[config.mk]
export PLATFORM = sky130hd
export DESIGN_NAME = fetch_queue
export DESIGN_NICKNAME = d
export VERILOG_FILES = /design/src/rtl/fetch_queue.sv
export SDC_FILE = /design/constraint.sdc
export NUM_CORES = 1
export LEC_CHECK = 0
export CAP_MARGIN = 25
export CORE_MARGIN = 2
export CORE_UTILIZATION = 45
export CTS_BUF_LIST = sky130_fd_sc_hd__clkbuf_16
export CTS_CLUSTER_DIAMETER = 100
export DETAILED_ROUTE_END_ITERATION = 16
export GPL_TIMING_DRIVEN = 0
export PLACE_DENSITY = 0.76
export SYNTH_ARGS = -nofsm -noshare
export SYNTH_HDL_FRONTEND = slang
export SYNTH_SLANG_ARGS = --single-unit
[constraint.sdc]
create_clock -name clk -period 3.9 [get_ports clk]
set_clock_uncertainty 0.05 [all_clocks]
set_input_delay 0.39 -clock clk [delete_from_list [all_inputs] [get_ports clk]]
set_output_delay 0.39 -clock clk [all_outputs]
set_load 0.02 [all_outputs]
[src/rtl/fetch_queue.sv]
// Instruction fetch unit: one-outstanding-request memory sequencer feeding a
// small FIFO of {pc, instr} pairs that the decode stage drains.
module fetch_queue #(
   parameter int          DEPTH    = 4,
   parameter logic [31:0] RESET_PC = 32'h0000_0000
) (
   input  logic                       clk,
   input  logic                       reset,
   input  logic                       redirect,
   input  logic [31:0]                redirect_pc,
   input  logic                       deq,
   output logic                       imem_req,
   output logic [31:0]                imem_addr,
   input  logic                       imem_ack,
   input  logic [31:0]                imem_rdata,
   output logic                       valid,
   output logic [31:0]                instr,
   output logic [31:0]                pc,
   output logic [$clog2(DEPTH):0]     count
);

   localparam int AW = $clog2(DEPTH);
   localparam int CW = AW + 1;
   localparam logic [CW-1:0] FULL = CW'(DEPTH);
   localparam logic [31:0]   NOP  = 32'h0000_0013;

   localparam logic [1:0] IDLE = 2'd0;
   localparam logic [1:0] REQ  = 2'd1;
   localparam logic [1:0] DROP = 2'd2;

   logic [1:0]    state;
   logic [31:0]   fetch_pc;
   logic [31:0]   pc_q    [DEPTH];
   logic [31:0]   instr_q [DEPTH];
   logic [AW-1:0] head;
   logic [AW-1:0] tail;
   logic [CW-1:0] count_q;

   logic          push;
   logic          pop;
   logic [CW-1:0] count_next;
   logic [31:0]   redirect_word;

   always_comb begin
      redirect_word = redirect_pc & ~32'h0000_0003;
      pop           = deq && (count_q != '0);
      push          = (state == REQ) && imem_ack && !redirect;
      count_next    = count_q + {{(CW-1){1'b0}}, push} - {{(CW-1){1'b0}}, pop};
   end

   // Storage carries no reset; only entries between head and tail are ever observed.
   always_ff @(posedge clk) begin
      if (!reset && push) begin
         pc_q[tail]    <= imem_addr;
         instr_q[tail] <= imem_rdata;
      end
   end

   always_ff @(posedge clk) begin
      if (reset) begin
         state     <= IDLE;
         fetch_pc  <= RESET_PC;
         imem_addr <= RESET_PC;
         head      <= '0;
         tail      <= '0;
         count_q   <= '0;
      end else if (redirect) begin
         head     <= '0;
         tail     <= '0;
         count_q  <= '0;
         fetch_pc <= redirect_word;
         // An unacked request must run to completion in DROP so the address stays stable.
         case (state)
            DROP: begin
               if (imem_ack) begin
                  state     <= REQ;
                  imem_addr <= redirect_word;
               end
            end
            REQ: begin
               if (imem_ack) begin
                  imem_addr <= redirect_word;
               end else begin
                  state <= DROP;
               end
            end
            default: begin
               state     <= REQ;
               imem_addr <= redirect_word;
            end
         endcase
      end else begin
         if (push) tail <= tail + 1'b1;
         if (pop)  head <= head + 1'b1;
         count_q <= count_next;
         case (state)
            IDLE: begin
               if (count_next < FULL) begin
                  state     <= REQ;
                  imem_addr <= fetch_pc;
               end
            end
            REQ: begin
               if (imem_ack) begin
                  fetch_pc <= fetch_pc + 32'd4;
                  if (count_next < FULL) begin
                     imem_addr <= fetch_pc + 32'd4;
                  end else begin
                     state <= IDLE;
                  end
               end
            end
            DROP: begin
               if (imem_ack) begin
                  state     <= REQ;
                  imem_addr <= fetch_pc;
               end
            end
            default: state <= IDLE;
         endcase
      end
   end

   assign imem_req = (state == REQ) || (state == DROP);
   assign valid    = (count_q != '0);
   assign count    = count_q;
   assign instr    = valid ? instr_q[head] : NOP;
   assign pc       = valid ? pc_q[head] : 32'h0000_0000;

endmodule
==> out/metrics.csv, run 1 <==
stage,metric,value,unit
cts,H-tree Lvls,2,
critical_path,register-to-register setup slack,0.17,ns
critical_path,Setup CP Type,reg -> reg,
synth,yosys warns,0,
timing,setup TNS,0,ns
timing,Achievable Freq,0.268,GHz
floorplan,die area,0.0317,mm²
floorplan,die span in x,178,µm
cts,worst skew pair latency,0.50,ns
timing,min cycle time layout,3.73,ns
pwr,Final Power,7.96,mW
drt,post-route ant nets,0,
timing,slew at the pin closest to its max-slew limit,0.843,ns
global_route,grt met2 use,34.2,%
finish,post-route cell area,0.0170,mm²
floorplan,Core ar.,0.0297,mm²
global_route,"Remaining Overflow, GRT",0,
cts,hold buffer count at CTS,0,
global_route,Total GRT Usage,20.3,%
drt,detailed-route via count,8573,
critical_path,data arrival time of the worst path,4.10,ns
pwr,P per Cell Area,468,mW/mm²
timing,Setup Viol. Count Final,0,
finish,Ant. Diodes,0,
cts,root buf cell,clkbuf_16,
synth,main flop type after synthesis,edfxtp_1,
global_route,vias in the first global route,8569,
global_route,Global Route met3 Usage,4.03,%
cts,Sink Count,319,
placed_design,pre-CTS setup slack,-0.866,ns
pwr,VDD IR max,0.232,mV
global_route,initial antenna violation count,0,
finish,ratio of cells with drive above 1 in the final layout,14.8,%
finish,Final Util,57.2,%
synth,Post-synth EDFFs,248,
global_route,pin count of the biggest net entering global routing,44,
floorplan,Die H,178,µm
critical_path,RR Endpoint,imem_addr[18]$_SDFFE_PP0P_,
critical_path,CP Max Fanout,12,
synth,Cell variety after synth,67,
min_path,Worst Hold Depth,3,
run,# Max-Cap Violations,0,
cts,maximum root-to-sink buffer count,3,
placed_design,I/O Buffers,162,
critical_path,crit-path max cell delay,0.40,ns
critical_path,R2R depth,15,
timing,RSZ-0062 raised after global routing,false,
drt,Total Wirelength,32200,µm
placed_design,Placed Area,0.0158,mm²
synth,synthesis-stage register bit count,319,
global_route,gr busiest metal,met2,
run_status,status,"complete, no violations",
critical_path,Top delay family on crit path,adder cells,
synth,syn_area_per_cell,14.8,µm²
critical_path,startpoint class of the critical path,register,
drt,initial drt markers,659,
critical_path,WP buf/inv,4,
synth,Async SR Flop Fraction,0,%
min_path,worst hold-check path type,in -> reg,
finish,Filler cells,2344,
floorplan,Placement Rows,63,
placed_design,placed insts,1478,
finish,Synth-to-Final Area Change,24.9,%
finish,post-route insts no fill,1541,
timing,hold violation count in the final report,0,
placed_design,HPWL Detailed,21900,µm
critical_path,Crit-path slowest cell,xnor3_1,
placed_design,routability congestion estimate,0.927,
critical_path,CP Cell Sequence,"inv_1, ha_4, nor2b_4, nand2_1, ha_1, inv_1, ha_1, fa_1, xnor3_1, a211o_1, nand2_1, clkbuf_4, buf_4, o211ai_1, o21ai_0",
finish,NumNets Final,1206,
global_route,routing usage on met1,26.7,%
timing,Setup WS post-layout,0.169,ns
timing,final hold slack,0.306,ns
drt,routed len/inst,20.9,µm
floorplan,effective utilization at floorplan,45.8,%
critical_path,crit end category,register,
critical_path,reg2reg start,state[1]$_SDFFE_PP0P_,
min_path,Hold Path End,tail[1]$_SDFFE_PP0P_,
synth,post-synthesis sequential area ratio,65.1,%
timing,Final period util,95.7,%
drt,routed vias/inst,5.56,
timing,Worst slew margin,43.3,%
floorplan,IO Pins,170,
drt,Pre-Repair DR Iteration Count,5,
cts,CTS buffer count,35,
global_route,global-route wire length before repair,48400,µm
synth,cells after synthesis,919,
synth,Synth Cell Area,0.0136,mm²
pwr,Pleak,5.65,nW
min_path,hold_sp,imem_ack,
critical_path,Worst Path Required,4.27,ns
cts,Worst-path clk slew,0.06,ns
drt,DRC errors left,0,
cts,CTS tree,yes,
timing,Final Max Slew Viols,0,
placed cells by master (no fill, tap or decap), types with 8 or more instances in the layout:
cell	n
o21a_1	10
nor2_1	31
nand4_1	17
o21ai_0	22
nand3_1	19
nor4_1	14
clkbuf_16	37
a21oi_1	22
dfxtp_1	71
clkbuf_1	35
ha_1	9
and2_1	63
nor3_1	12
xor2_1	17
clkdlybuf4s50_1	162
buf_2	15
mux4_2	62
nand2_1	52
edfxtp_1	248
nand2b_1	14
o211ai_1	12
clkinv_1	8
xnor2_1	27
inv_1	24
a21boi_0	9
a31oi_1	9
worst reg2reg max path: stages (launching register included):
cell and delay [ns]:
dfxtp_1 0.34, inv_1 0.13, ha_4 0.22, nor2b_4 0.19, nand2_1 0.15, ha_1 0.35, inv_1 0.05, ha_1 0.18
fa_1 0.39, xnor3_1 0.40, a211o_1 0.32, nand2_1 0.11, clkbuf_4 0.23, buf_4 0.21, o211ai_1 0.19, o21ai_0 0.14
sequential cells by signal (all words and copies together) (netlist names), named ones only:
| name | cells |
|---|---|
| tail | 2 |
| head | 2 |
| fetch_pc | 30 |
| pc_q | 120 |
| state | 2 |
| imem_addr | 30 |
| count | 3 |
| instr_q | 128 |
cell usage after synthesis, types with 3 or more instances:
master    number  share of area, %
mux2i_1        4              0.29
buf_4          4              0.22
nor2_1        31              0.85
and2_1        67               3.1
a32o_1         5              0.37
nand2b_1      14              0.64
o21ai_1        3              0.11
nand3_1       19              0.70
inv_1         20              0.55
and4_1         3              0.19
nand4_1       17              0.78
o311a_1        5              0.37
o211a_1        7              0.51
and3_1         6              0.28
o21ai_0       22              0.81
a31oi_1        9              0.41
a21boi_0       9              0.50
clkbuf_1      38               1.0
a31o_2         3              0.19
o21a_1        10              0.55
o31a_1         3              0.19
o211ai_1      12              0.66
nor4_1        14              0.64
or2_2          3              0.14
nor3_1        13              0.48
edfxtp_1     248                55
xnor2_1       27               1.7
nand2_1       52               1.4
a211oi_1       6              0.33
dfxtp_1       71                10
nor2b_1        3              0.14
xor2_1        17               1.1
a21oi_1       22              0.81
mux4_2        62                10
ha_1          10              0.92
buf_2         17              0.62
buf_1          5              0.14
how the worst max path moves through the flow:
stage | startpoint | to | slack, ns | depth (start not counted)
floorplan | state[1]$_SDFFE_PP0P_ | imem_addr[17]$_SDFFE_PP0P_ | 0.36 | 16
global placement | redirect | instr_q[0][24]$_DFFE_PP_ | -1.32 | 6
detailed placement | redirect | imem_addr[17]$_SDFFE_PP0P_ | -0.87 | 15
CTS | redirect | imem_addr[18]$_SDFFE_PP0P_ | 0.05 | 15
global route | state[1]$_SDFFE_PP0P_ | imem_addr[18]$_SDFFE_PP0P_ | 0.002 | 15
finish | state[1]$_SDFFE_PP0P_ | imem_addr[18]$_SDFFE_PP0P_ | 0.17 | 15
metal layers:
| layer | wire length (µm) | vias to the layer above |
|---|---|---|
| met3 | 2250 | 49 |
| met4 | 693 | 0 |
| li1 | - | 3925 |
| met2 | 15800 | 309 |
| met1 | 13500 | 4290 |
| met5 | 0 | - |
kinds of logic after synthesis:
kind of cell / after synthesis / synth area share (%)
xor+xnor: 45 / 3.00
flops: 319 / 65.1
other cells: 1 / 0.0275
simple gates: 260 / 10.8
mux: 67 / 10.6
fa+ha+maj: 11 / 1.07
buf+inv: 88 / 2.77
compound gates: 128 / 6.57
cell type report:
| cell class | count | area, µm² | share of cell area [%] |
|---|---|---|---|
| Buffer | 66 | 302 | 1.77 |
| Clock buffer | 37 | 926 | 5.44 |
| Clock inverter | 25 | 198 | 1.16 |
| Inverter | 21 | 78.8 | 0.463 |
| Multi-Input combinational cell | 515 | 4430 | 26.0 |
| Sequential cell | 319 | 8870 | 52.1 |
| Tap cell | 390 | 488 | 2.87 |
| Timing Repair Buffer | 168 | 1720 | 10.1 |
timing repair:
| item | in CTS | in global routing |
|---|---|---|
| endpoints found under the setup margin | 32 | 13 |
| pin swaps | 0 | 1 |
| buffers inserted | 0 | 2 |
| resized for setup | 10 | 3 |
report_power, final:
group	internal, mW	switching [mW]
registers	3.78	0.112
clock network	1.91	1.27
logic	0.392	0.491
(Power assumes the default switching activity.)
==> run 2: changes to the inputs <==
==> constraint.sdc (replaced) <==
create_clock -name clk -period 3.9 [get_ports clk]
set_clock_uncertainty 0.05 [all_clocks]
set_input_delay 0.975 -clock clk [delete_from_list [all_inputs] [get_ports clk]]
set_output_delay 0.975 -clock clk [all_outputs]
set_load 0.02 [all_outputs]
==> out/metrics.csv, run 2 (synthesis gave the netlist of run 1 again) <==
stage,metric,value,unit
floorplan,effective utilization at floorplan,45.8,%
min_path,Worst Hold Depth,2,
drt,initial drt markers,768,
timing,Final Max Slew Viols,0,
min_path,worst hold-check path type,reg -> reg,
global_route,pin count of the biggest net entering global routing,44,
timing,Setup Viol. Count Final,0,
global_route,"Remaining Overflow, GRT",0,
timing,Final period util,94.2,%
global_route,Total GRT Usage,20.3,%
critical_path,Setup CP Type,reg -> out,
timing,RSZ-0062 raised after global routing,false,
floorplan,die area,0.0317,mm²
drt,Total Wirelength,32400,µm
global_route,global-route wire length before repair,48500,µm
pwr,Pleak,5.68,nW
cts,worst skew pair latency,0.50,ns
placed_design,HPWL Detailed,21900,µm
finish,post-route insts no fill,1539,
cts,Sink Count,319,
critical_path,data arrival time of the worst path,2.65,ns
timing,Worst slew margin,43.9,%
cts,CTS tree,yes,
drt,routed vias/inst,5.56,
critical_path,CP Max Fanout,10,
cts,CTS buffer count,35,
drt,DRC errors left,0,
finish,Ant. Diodes,0,
finish,register cell area after layout,0.00887,mm²
floorplan,Placement Rows,63,
critical_path,R2R depth,13,
placed_design,routability congestion estimate,0.927,
global_route,initial antenna violation count,0,
finish,ratio of cells with drive above 1 in the final layout,15.5,%
run_status,status,"complete, no violations",
placed_design,I/O Buffers,162,
cts,root buf cell,clkbuf_16,
finish,max reg flops,128,
drt,post-route ant nets,0,
finish,"commonest non-fill, non-tap cell in the layout",edfxtp_1,
drt,detailed-route via count,8563,
timing,hold violation count in the final report,0,
finish,Final Util,57.3,%
finish,area of the multi-input gates,0.00442,mm²
floorplan,Die H,178,µm
floorplan,die span in x,178,µm
floorplan,IO Pins,170,
floorplan,Core ar.,0.0297,mm²
finish,Filler cells,2336,
finish,biggest regs,"instr_q: 128 flops, pc_q: 120 flops",
finish,NumNets Final,1204,
cts,H-tree Lvls,2,
finish,most frequent cells in the layout,"edfxtp_1 (248), clkdlybuf4s50_1 (161), dfxtp_1 (70)",
cts,maximum root-to-sink buffer count,3,
timing,min cycle time layout,3.67,ns
cts,Worst-path clk slew,0.06,ns
pwr,P per Cell Area,468,mW/mm²
critical_path,startpoint class of the critical path,register,
drt,Pre-Repair DR Iteration Count,5,
finish,Synth-to-Final Area Change,25.1,%
timing,slew at the pin closest to its max-slew limit,0.836,ns
critical_path,register-to-register setup slack,0.26,ns
critical_path,crit end category,output pin,
global_route,vias in the first global route,8586,
placed_design,placed insts,1478,
pwr,VDD IR max,0.232,mV
run,# Max-Cap Violations,0,
finish,Biggest register,instr_q,
timing,Achievable Freq,0.272,GHz
drt,routed len/inst,21.1,µm
critical_path,Worst Path Required,2.87,ns
## run 2: through the flow
| stage | setup TNS (ns) | total power, mW | cell area [µm²] | hold WS (ns) | setup WS (ns) |
|---|---|---|---|---|---|
| after floorplan | 0 | 4.40 | 13600 | 0.419 | 0.0134 |
| after global placement | -497.65 | 4.81 | 15700 | 0.435 | -1.90 |
| after detailed placement | -51.25 | 4.83 | 15800 | 0.462 | -1.45 |
| after CTS | -1.10 | 8.02 | 17000 | 0.470 | -0.0579 |
| after global routing | 0 | 8.22 | 17000 | 0.499 | 0.00164 |
| final | 0 | 7.97 | 17000 | 0.466 | 0.225 |
## run 2: what timing repair did
| item | CTS | global route |
|---|---|---|
| gates resized for setup | 21 | 12 |
| setup endpoints to repair | 92 | 65 |
| setup buffers | 1 | 0 |
| hold buffers | 0 | 0 |
| pin swaps | 2 | 1 |
## run 2: final cells by class
type                       instances  share of cell area, %
sequential                       319                   52.1
multi-input combinational        515                   25.9
timing repair buffer             167                   10.1
clock buffer                      37                   5.44
tap                              390                   2.86
buffer                            65                   1.99
clock inverter                    25                   1.16
inverter                          21                  0.463
## run 2: power breakdown
part / internal (mW) / switching (mW) / leakage, nW / total (mW)
Sequential: 3.78 / 0.110 / 2.84 / 3.89
Combinational: 0.393 / 0.495 / 2.28 / 0.888
Clock: 1.91 / 1.27 / 0.558 / 3.18
## run 2: layer usage
layer / share of wire [%] / global-route usage, %
met1: 41 / 26.7
met2: 49 / 34.1
met3: 7.4 / 4.01
met4: 2.1 / 6.22
met5: 0 / 0
## run 2: worst paths after layout
kind,startpoint,to
max reg2reg,count[0]$_SDFF_PP0_,imem_addr[14]$_SDFFE_PP0P_
max,register,instr[4]
min reg2reg,tail[1]$_SDFFE_PP0P_,tail[1]$_SDFFE_PP0P_
min,tail[1]$_SDFFE_PP0P_,tail[1]$_SDFFE_PP0P_
## run 2: critical path: stages (launching register included)
cell,delay [ns]
dfxtp_1,0.62
clkbuf_2,0.38
mux4_2,0.33
or2_2,0.29
clkdlybuf4s50_1,0.54
==> run 3: changes to the inputs <==
Settings changed: ABC_AREA set to 1, CAP_MARGIN 25 to 40, SLEW_MARGIN set to 20.
==> out/metrics.csv, run 3 <==
stage,metric,value,unit
synth,syn_area_per_cell,9.31,µm²
pwr,Logic pwr share,16.6,%
floorplan,die area,0.0328,mm²
finish,Filler cells,2621,
timing,setup TNS,0,ns
synth,post-synth top area share,52.8,%
synth,Synth Cell Area,0.0141,mm²
pwr,NetSw,2.42,mW
finish,max reg flops,128,
placed_design,HPWL Detailed,28100,µm
finish,post-route insts no fill,2152,
run_status,status,"complete, no violations",
cts,CTS buffer count,34,
cts,CTS tree,yes,
drt,DRC errors left,0,
drt,Total Wirelength,39600,µm
finish,register cell area after layout,0.00887,mm²
synth,Post-synth top cells,"nor2_1 (366), nand2_1 (260), edfxtp_1 (248), o21ai_0 (170), a21oi_1 (110)",
finish,Synth-to-Final Area Change,25.0,%
critical_path,R2R depth,18,
finish,most frequent cells in the layout,"nor2_1 (361), nand2_1 (260), edfxtp_1 (248)",
pwr,P per Cell Area,485,mW/mm²
cts,worst skew pair latency,0.51,ns
critical_path,data arrival time of the worst path,2.76,ns
global_route,Total GRT Usage,23.9,%
cts,"Setup Fix Bufs, Post-CTS",0,
timing,slew at the pin closest to its max-slew limit,0.719,ns
timing,Worst slew margin,52.1,%
min_path,worst hold-check path type,reg -> reg,
synth,Synth area leaders,"edfxtp_1 (53%), dfxtp_1 (10%), nor2_1 (9.7%)",
placed_design,placed insts,2091,
floorplan,die span in x,181,µm
pwr,VDD IR max,0.315,mV
finish,area of the multi-input gates,0.00456,mm²
drt,initial drt markers,1044,
synth,cells after synthesis,1517,
critical_path,Worst Path Required,2.87,ns
critical_path,startpoint class of the critical path,register,
drt,routed vias/inst,5.29,
pwr,Net Sw Frac,28.2,%
global_route,"Remaining Overflow, GRT",0,
critical_path,CP Cell Sequence,"buf_2, buf_4, buf_2, nor2_1, nor2_1, o21ai_0, a21oi_2, clkdlybuf4s50_1",
timing,hold violation count in the final report,0,
global_route,global-route wire length before repair,60700,µm
critical_path,Setup CP Type,reg -> out,
finish,Ant. Diodes,0,
drt,detailed-route via count,11400,
finish,"commonest non-fill, non-tap cell in the layout",nor2_1,
drt,routed len/inst,18.4,µm
floorplan,Placement Rows,64,
synth,Async SR Flop Fraction,0,%
synth,Post-synth EDFFs,248,
floorplan,Die H,181,µm
timing,final hold slack,0.471,ns
finish,post-route cell area,0.0176,mm²
synth,main flop type after synthesis,edfxtp_1,
finish,Biggest register,instr_q,
finish,biggest regs,"instr_q: 128 flops, pc_q: 120 flops",
critical_path,CP Max Fanout,10,
floorplan,IO Pins,170,
critical_path,Crit-path slowest cell,clkdlybuf4s50_1,
critical_path,crit end category,output pin,
placed_design,I/O Buffers,163,
run,# Max-Cap Violations,0,
synth,Yosys top cell by area,edfxtp_1,
pwr,clock power share,35.2,%
critical_path,register-to-register setup slack,0.57,ns
synth,Cell variety after synth,32,
timing,min cycle time layout,3.79,ns
critical_path,crit-path max cell delay,0.65,ns
pwr,Pleak,6.53,nW
cts,root buf cell,clkbuf_16,
floorplan,Core ar.,0.0307,mm²
global_route,initial antenna violation count,3,
synth,synthesis-stage register bit count,319,
synth,post-synthesis sequential area ratio,62.8,%
drt,Pre-Repair DR Iteration Count,5,
timing,Final period util,97.2,%
critical_path,reg2reg start,state[1]$_SDFFE_PP0P_,
pwr,sequential power share,48.3,%
timing,Achievable Freq,0.264,GHz
critical_path,RR Endpoint,imem_addr[31]$_SDFFE_PP0P_,
critical_path,crit path to,pc[18],
global_route,vias in the first global route,11100,
timing,Setup Viol. Count Final,0,
finish,NumNets Final,1810,
synth,yosys warns,0,
cts,H-tree Lvls,2,
cts,Sink Count,319,
drt,post-route ant nets,0,
min_path,Worst Hold Depth,2,
pwr,cell-internal power,6.14,mW
cts,maximum root-to-sink buffer count,3,
placed_design,routability congestion estimate,0.947,
synth,most numerous cell in the Yosys netlist,nor2_1,
cts,Worst-path clk slew,0.06,ns
finish,Final Util,57.4,%
floorplan,effective utilization at floorplan,45.9,%
finish,ratio of cells with drive above 1 in the final layout,6.38,%
placed_design,Placed Area,0.0166,mm²
global_route,pin count of the biggest net entering global routing,25,
timing,RSZ-0062 raised after global routing,false,
timing,Final Max Slew Viols,0,
## run 3: changes by cell type in the layout (fill, tap and decap cells not counted), moves of 19 or more
| cell | before | now |
|---|---|---|
| a21oi_1 | 22 | 108 |
| and2_1 | 63 | 0 |
| inv_1 | 25 | 105 |
| mux4_2 | 62 | 0 |
| nand2_1 | 51 | 260 |
| nand3_1 | 19 | 38 |
| nor2_1 | 31 | 361 |
| o21ai_0 | 21 | 170 |
| xnor2_1 | 27 | 2 |
## run 3: layout make-up
type	instances	area share, %
multi-input cells	1016	25.8
flip-flops and latches	319	50.3
inverters	104	2.21
repair buffers	175	10.9
clock buffers	35	4.96
plain buffers	80	2.06
clock inverters	27	0.986
well taps	396	2.81
## run 3: kinds of logic (layout without fill, tap and decap cells)
group,after synthesis,in the layout,synth area share (%)
fa+ha+maj,11,11,1.03
xor+xnor,6,6,0.372
mux,1,1,0.0709
flops,319,319,62.8
compound gates,309,309,11.4
simple gates,685,685,19.0
buf+inv,185,421,5.27
other cells,1,4,0.0266
## run 3: stage by stage
| stage | power (mW) | setup WS [ns] |
|---|---|---|
| 4_1_cts | 8.59 | 0.0292 |
| 3_5_place_dp | 5.60 | -0.341 |
| 5_1_grt | 8.89 | 0.00112 |
| 2_1_floorplan | 4.90 | -0.718 |
| 3_3_place_gp | 5.56 | -3.85 |
| 6_report | 8.56 | 0.110 |
## run 3: worst min-delay path by stage
stage	endpoint	startpoint
2_1_floorplan	tail[0]$_SDFFE_PP0P_	tail[0]$_SDFFE_PP0P_
3_3_place_gp	tail[0]$_SDFFE_PP0P_	tail[0]$_SDFFE_PP0P_
3_5_place_dp	tail[0]$_SDFFE_PP0P_	tail[0]$_SDFFE_PP0P_
4_1_cts	tail[0]$_SDFFE_PP0P_	tail[0]$_SDFFE_PP0P_
5_1_grt	tail[0]$_SDFFE_PP0P_	tail[0]$_SDFFE_PP0P_
6_report	tail[0]$_SDFFE_PP0P_	tail[0]$_SDFFE_PP0P_
## run 3: critical path, delay by kind of cell, from the launching register on
kind | cells | cell delay (ns)
buffers and inverters | 4 | 1.42
AO/OA/AOI/OAI | 2 | 0.37
flip-flops | 1 | 0.31
AND/OR/NAND/NOR | 2 | 0.16
## run 3: metal layers
metal	part of all wire (%)	track usage, %	wire length, µm	vias to the layer above
met5	0.11	0	42	-
li1	-	-	-	5517
met2	48	40.2	18800	426
met1	42	30.8	16600	5354
met3	7.1	4.09	2800	83
met4	3.3	9.30	1310	6
## run 3: power groups by stage
stage | registers, mW | clock network (mW) | logic [mW]
3_5_place_dp | 4.20 | 0 | 1.40
2_1_floorplan | 4.20 | 0 | 0.704
4_1_cts | 4.13 | 3.05 | 1.41
5_1_grt | 4.16 | 3.18 | 1.55
3_3_place_gp | 4.19 | 0 | 1.37
6_report | 4.13 | 3.01 | 1.42
## run 3: what timing repair did
| item | in CTS | in global routing |
|---|---|---|
| pin swaps | 0 | 0 |
| gates cloned | 0 | 0 |
| gates resized for setup | 8 | 20 |
| setup endpoints to repair | 55 | 54 |
| hold buffers | 0 | 0 |
